**src/rtl/pipelined_cla_adder.sv**
```systemverilog
// pipelined_cla_adder: WIDTH-bit carry-look-ahead adder/subtractor. The add is
// split into N = WIDTH/GROUP look-ahead groups with one register stage each. It
// sustains one operation per clock. A valid/ready handshake on each side
// applies a global stall.
//
// Ports:
//   clk, rst            clock, asynchronous active-high reset
//   in_valid/in_ready   operand handshake (in_ready is combinational)
//   a, b, cin, sub      operands; sub=1 computes a - b - cin
//   out_valid/out_ready result handshake
//   sum, carry, ovf     registered result, carry-out (no-borrow in subtract
//                       mode) and two's-complement signed overflow
module pipelined_cla_adder #(
  parameter int unsigned WIDTH = 16,
  parameter int unsigned GROUP = 4
) (
  input  logic             clk,
  input  logic             rst,
  input  logic             in_valid,
  output logic             in_ready,
  input  logic [WIDTH-1:0] a,
  input  logic [WIDTH-1:0] b,
  input  logic             cin,
  input  logic             sub,
  output logic             out_valid,
  input  logic             out_ready,
  output logic [WIDTH-1:0] sum,
  output logic             carry,
  output logic             ovf
);

  localparam int unsigned N = WIDTH / GROUP;

  if ((GROUP == 0) || ((WIDTH % GROUP) != 0)) begin : g_bad_params
    $error("pipelined_cla_adder: WIDTH must be a nonzero multiple of GROUP");
  end

  // One look-ahead group: returns {carry_out, sum[GROUP-1:0]}. Every carry is
  // formed from the group-prefix generate/propagate and the group carry-in.
  function automatic logic [GROUP:0] cla_group(input logic [GROUP-1:0] x,
                                               input logic [GROUP-1:0] y,
                                               input logic             ci);
    logic [GROUP-1:0] g;
    logic [GROUP-1:0] p;
    logic [GROUP:0]   c;
    logic             gg;
    logic             pp;
    g    = x & y;
    p    = x ^ y;
    c    = '0;
    c[0] = ci;
    gg   = 1'b0;
    pp   = 1'b1;
    for (int i = 0; i < GROUP; i++) begin
      gg       = g[i] | (p[i] & gg);
      pp       = pp & p[i];
      c[i+1]   = gg | (pp & ci);
    end
    return {c[GROUP], p ^ c[GROUP-1:0]};
  endfunction

  logic             advance_c;
  logic [WIDTH-1:0] b_eff_c;
  logic             c0_c;

  // Global stall: every stage moves only when the output slot is free or draining.
  always_comb begin
    advance_c = !out_valid || out_ready;
    in_ready  = advance_c;
  end

  // Subtraction as a + ~b + !cin.
  always_comb begin
    b_eff_c = sub ? ~b : b;
    c0_c    = sub ? ~cin : cin;
  end

  for (genvar k = 0; k < N; k++) begin : g_stage
    localparam int unsigned SW = (k + 1) * GROUP;  // sum bits resolved so far
    localparam int unsigned OW = WIDTH - SW;       // operand bits still pending

    logic [GROUP-1:0] a_g;
    logic [GROUP-1:0] b_g;
    logic             ci_g;
    logic [GROUP:0]   res_c;
    logic [SW-1:0]    sum_d, sum_q;
    logic             c_d, c_q;
    logic             v_d, v_q;

    assign res_c = cla_group(a_g, b_g, ci_g);

    if (k == 0) begin : g_head
      always_comb begin
        a_g   = a[GROUP-1:0];
        b_g   = b_eff_c[GROUP-1:0];
        ci_g  = c0_c;
        v_d   = in_valid;
        sum_d = res_c[GROUP-1:0];
        c_d   = res_c[GROUP];
      end
    end else begin : g_body
      always_comb begin
        a_g   = g_stage[k-1].g_ops.a_q[GROUP-1:0];
        b_g   = g_stage[k-1].g_ops.b_q[GROUP-1:0];
        ci_g  = g_stage[k-1].c_q;
        v_d   = g_stage[k-1].v_q;
        sum_d = {res_c[GROUP-1:0], g_stage[k-1].sum_q};
        c_d   = res_c[GROUP];
      end
    end

    always_ff @(posedge clk or posedge rst) begin
      if (rst) begin
        v_q   <= 1'b0;
        c_q   <= 1'b0;
        sum_q <= '0;
      end else if (advance_c) begin
        v_q   <= v_d;
        c_q   <= c_d;
        sum_q <= sum_d;
      end
    end

    // Upper operand bits not yet consumed, shrinking by one group per stage.
    if (OW > 0) begin : g_ops
      logic [OW-1:0] a_d, a_q;
      logic [OW-1:0] b_d, b_q;

      if (k == 0) begin : g_src_in
        always_comb begin
          a_d = a[WIDTH-1:GROUP];
          b_d = b_eff_c[WIDTH-1:GROUP];
        end
      end else begin : g_src_prev
        always_comb begin
          a_d = g_stage[k-1].g_ops.a_q[OW+GROUP-1:GROUP];
          b_d = g_stage[k-1].g_ops.b_q[OW+GROUP-1:GROUP];
        end
      end

      always_ff @(posedge clk or posedge rst) begin
        if (rst) begin
          a_q <= '0;
          b_q <= '0;
        end else if (advance_c) begin
          a_q <= a_d;
          b_q <= b_d;
        end
      end
    end

    // Carry into the MSB is recovered as sum_msb ^ a_msb ^ b_msb.
    if (k == N - 1) begin : g_tail
      logic ovf_d, ovf_q;

      always_comb begin
        ovf_d = res_c[GROUP] ^ res_c[GROUP-1] ^ a_g[GROUP-1] ^ b_g[GROUP-1];
      end

      always_ff @(posedge clk or posedge rst) begin
        if (rst) begin
          ovf_q <= 1'b0;
        end else if (advance_c) begin
          ovf_q <= ovf_d;
        end
      end
    end
  end

  assign out_valid = g_stage[N-1].v_q;
  assign sum       = g_stage[N-1].sum_q;
  assign carry     = g_stage[N-1].c_q;
  assign ovf       = g_stage[N-1].g_tail.ovf_q;

endmodule

```
**config.mk**
```make
export PLATFORM = sky130hd
export DESIGN_NAME = pipelined_cla_adder
export DESIGN_NICKNAME = d
export VERILOG_FILES = /design/src/rtl/pipelined_cla_adder.sv
export SDC_FILE = /design/constraint.sdc
export NUM_CORES = 1
export LEC_CHECK = 0
export CAP_MARGIN = 20
export CORE_UTILIZATION = 55
export CTS_CLUSTER_SIZE = 10
export DETAILED_ROUTE_END_ITERATION = 6
export PLACE_DENSITY = 0.82
export SYNTH_ARGS = -nofsm -noshare
export SYNTH_HDL_FRONTEND = slang
export SYNTH_SLANG_ARGS = --single-unit
```
**constraint.sdc**
```tcl
create_clock -name clk -period 4.2 [get_ports clk]
set_clock_uncertainty 0.15 [all_clocks]
set_input_delay 1.05 -clock clk [delete_from_list [all_inputs] [get_ports clk]]
set_output_delay 1.05 -clock clk [all_outputs]
set_load 0.05 [all_outputs]
```
# [Yosys cells after proc, flatten, opt, wreduce, memory -nomap -nowiden]
# Index checks and enable logic that the tools add are counted.
[word_totals] output_inout_bits=20 wordCells=108 register_bits=97
[classes] n_reduce_logical=2 bitwise_logic=85 mux=2
[ops] cell="AND 1 bit" n=40
[ops] cell="XOR 4 bit" n=8
[ops] cell="OR 1 bit" n=28
[ops] cell="AND 4 bit" n=4
[ops] cell="2-to-1 mux 16 bit" n=1
[ops] cell="inverter 16 bit" n=1
[ops] cell="XOR 1 bit" n=3
[ops] cell="logical NOT 1 bit" n=1
[ops] cell="logical OR 1 bit" n=1
[ops] cell="2-to-1 mux 1 bit" n=1
[ops] cell="inverter 1 bit" n=1

# [Logic depth before layout (Yosys ltp)]
[depth] ltp_word=11 mapped_depth=9

# [Least setup slack after synthesis]
# Ideal clock, no wire load.
[synth_path] kind="input-to-output" start="input port out_ready" end="output port in_ready" required_time_ps=3000 stages=4 t_arrival_ps=1926 path_buffers=2 slack_ps=1074 cell_sequence="nor2b_1 buf_2 inv_2 clkbuf_1"
[synth_via] elab_chain_cells=1
[synth_rtl] element="start, declared" line="26" text="input logic out_ready,"
[synth_rtl] element="logical OR 1 bit" line="68" text="advance_c = !out_valid || out_ready;"
[synth_rtl] element="end, declared" line="20" text="output logic in_ready,"
# No other way between the ends.

# [Worst setup path in the final report]
# Ends and elaborated chain as after synthesis.

==> flow_summary.json <==
{
  "crit_chain": "clkdlybuf4s50_1 -> nor2b_4 -> inv_2 -> buf_12",
  "cts_resized": 0,
  "synth.avg_cell_area_um2": 9.31,
  "finalCritPeriodShare_pct": 72.4,
  "ant_nets": 0,
  "drc": 0,
  "yosys_warnings": 0,
  "globalRouteTotalUtil_pct": 20.3,
  "clk_latency_ps": 360,
  "crit_fanout": 2,
  "antenna_found_initial": 0,
  "die_area_um2": 8160,
  "placed_cells": 599,
  "finalCriticalPeriod_ps": 3040,
  "cts_tree": "yes",
  "synthFlopType": "dfrtp_1",
  "p_leak_nw": 2.52,
  "cp.arrival_ps": 1840,
  "reg2reg_slack_ps": 2160,
  "hpwl_mm": 5.00,
  "postCtsSetupBuffers": 0,
  "fin_cells": 614,
  "fmax_mhz": 329,
  "setup_viol": 0,
  "synth.yosys.seq_area_share_pct": 56.5,
  "pin_count": 58,
  "startpoint_type": "primary input",
  "yosysUniqueCellTypes": 27,
  "peakVddDrop_mv": 0.636,
  "rsz0062_at_grt": "false",
  "reg2reg_to": "ovf",
  "cts_root_buf": "clkbuf_8",
  "nets": 569,
  "power.density_nw_per_um2": 756,
  "cts_buffer_depth": 2,
  "viasPerCell": 5.00,
  "synth_edf_count": 0,
  "register_area_um2": 2430,
  "max_cap_viol_count": 0,
  "cts.clk_slew.worst_paths_ps": 80,
  "io_buffers": 57,
  "grt_max_degree": 109,
  "crit_path_start": "out_ready",
  "min_path_cells": 2,
  "h-tree-depth": 3,
  "fin_setup_tns_ps": 0,
  "synthArstFlopShare_pct": 100,
  "coreArea_um2": 7410,
  "cts_inserted_buffers": 9,
  "drt_wl_total_mm": 7.48,
  "cp_top_family": "buffers and inverters",
  "final_util_pct": 69.5,
  "nFillCells": 588,
  "die_w_um": 90.4,
  "hold_buffers": 0,
  "holdCritStartpoint": "sum[10]",
  "num_rows": 31,
  "cpMaxStageDelayCell": "clkdlybuf4s50_1",
  "critical_path_class": "primary input to primary output",
  "synth_nets": 519,
  "drive_gt1_share_pct": 5.24,
  "gp_congestion": 0.793,
  "slew_headroom_pct": 34.7,
  "worstMarginPinSlew_ps": 979,
  "cp-end-kind": "primary output",
  "start_util_pct": 58.0,
  "drtIter0Drc": 159,
  "hold_class": "flip-flop to flip-flop",
  "path_buf_inv": 3,
  "worst_r2r_path_depth": 6,
  "hold_viol": 0,
  "synth_cells": 461,
  "slew_violations": 0,
  "slowest_delay_ps": 450,
  "outcome": "completed",
  "die_h_um": 90.4,
  "grt_overflow": 0,
  "whs_ps": 319,
  "cts_sinks": 97,
  "pre_cts_ws_ps": 921,
  "yosys_register_bits": 97,
  "via_count": 3073,
  "holdPathEnd": "sum[10]",
  "required_ps": 3000,
  "multi_input_area_um2": 1730,
  "setup_slack_ps": 1160,
  "area_growth_pct": 19.9,
  "syn-cell-area_um2": 4290,
  "grt_pass1_wl_mm": 13.1,
  "dr.pass1.iters": 4,
  "antennaDiodeCount": 0,
  "reg2reg_from": "g_stage[2].g_ops.a_q[0]",
  "post_drt_wl_per_cell_um": 12.2,
  "grt_pass1_vias": 3024
}
[cells by family (layout without fill, tap and decap cells)]
| logic type | Yosys count | after routing | synth area share, % |
|---|---|---|---|
| adders and majority gates | 20 | 20 | 6.53 |
| xor gates and xnor gates | 30 | 30 | 6.12 |
| AOI/OAI and AO/OA | 55 | 55 | 7.69 |
| DFF | 97 | 97 | 56.5 |
| buffers and inverters | 34 | 88 | 3.32 |
| and+or+nand+nor | 225 | 225 | 19.8 |
[worst min-delay path: cells and delay by family, from the launching register on]
kind | cells | cell delay, ps
flip-flops | 1 | 340
AND/OR/NAND/NOR | 2 | 100
[cells in the mapped netlist, types with 2 or more instances]
master / instances / area (µm²)
nor2_1: 8 / 30.0
a211oi_1: 3 / 22.5
o21bai_1: 2 / 15.0
buf_1: 4 / 15.0
inv_1: 10 / 37.5
o21ai_0: 25 / 125
buf_2: 9 / 45.0
fa_1: 4 / 80.1
xnor2_1: 24 / 210
ha_1: 16 / 200
dfrtp_1: 97 / 2430
xor2_1: 6 / 52.6
a21o_1: 4 / 30.0
nand2_1: 214 / 803
clkbuf_1: 9 / 33.8
a21oi_1: 15 / 75.1
[worst max path at each step]
stage / end / slack [ps] / cells past startpoint
floorplan: carry / 470 / 1
global placement: g_stage[0].c_q / 1070 / 7
detailed placement: g_stage[0].c_q / 920 / 8
CTS: in_ready / 1150 / 4
global route: in_ready / 1140 / 4
finish: in_ready / 1160 / 4
[layer usage]
layer  global-route usage (%)  vias up  routed length, µm
met3                     2.95       16                188
li1                         -     1545                  -
met2                     34.3       56               3710
met1                     25.3     1456               3390
met5                        0        -                  0
met4                     11.2        0                192
[layout by cell type (no fill, tap or decap), types with 2 or more instances in the layout]
cell | netlist | layout
nand2_1 | 214 | 214
inv_1 | 10 | 9
o21ai_0 | 25 | 25
a211oi_1 | 3 | 3
o21bai_1 | 2 | 2
xnor2_1 | 24 | 24
ha_1 | 16 | 16
xor2_1 | 6 | 6
nor2_1 | 8 | 8
fa_1 | 4 | 4
dfrtp_1 | 97 | 97
clkbuf_8 | 0 | 11
a21oi_1 | 15 | 15
buf_4 | 1 | 5
clkdlybuf4s50_1 | 0 | 56
a21o_1 | 4 | 4
[report_power, final]
part           total [mW]  internal, mW  leakage [nW]  switching (mW)
logic                1.69         0.661          1.25            1.03
registers            1.59          1.35          1.17           0.236
clock network       0.615         0.306         0.102           0.309
[final cells by class]
type / instances / share of cell area (%)
multi-input combinational: 330 / 33.6
sequential: 97 / 47.2
tap: 99 / 2.41
timing repair buffer: 62 / 12.0
inverter: 11 / 0.851
clock inverter: 4 / 0.997
clock buffer: 11 / 2.94
[flip-flops by register name (all words and copies together), names as in the netlist]
| signal | cells |
|---|---|
| g_stage.g_ops.a_q | 24 |
| g_stage.g_ops.b_q | 24 |
| g_stage.sum_q | 24 |
| sum | 16 |
| g_stage.c_q | 3 |
| g_stage.v_q | 3 |
| carry | 1 |
| out_valid | 1 |
| ovf | 1 |
[stage by stage]
stage | total power [mW] | instance area [µm²]
2_1_floorplan | 2.84 | 4290
3_3_place_gp | 3.21 | 4940
3_5_place_dp | 3.30 | 4940
4_1_cts | 3.92 | 5150
5_1_grt | 4.18 | 5150
6_report | 3.89 | 5150
Note: power is estimated with default switching activity, not from simulation.
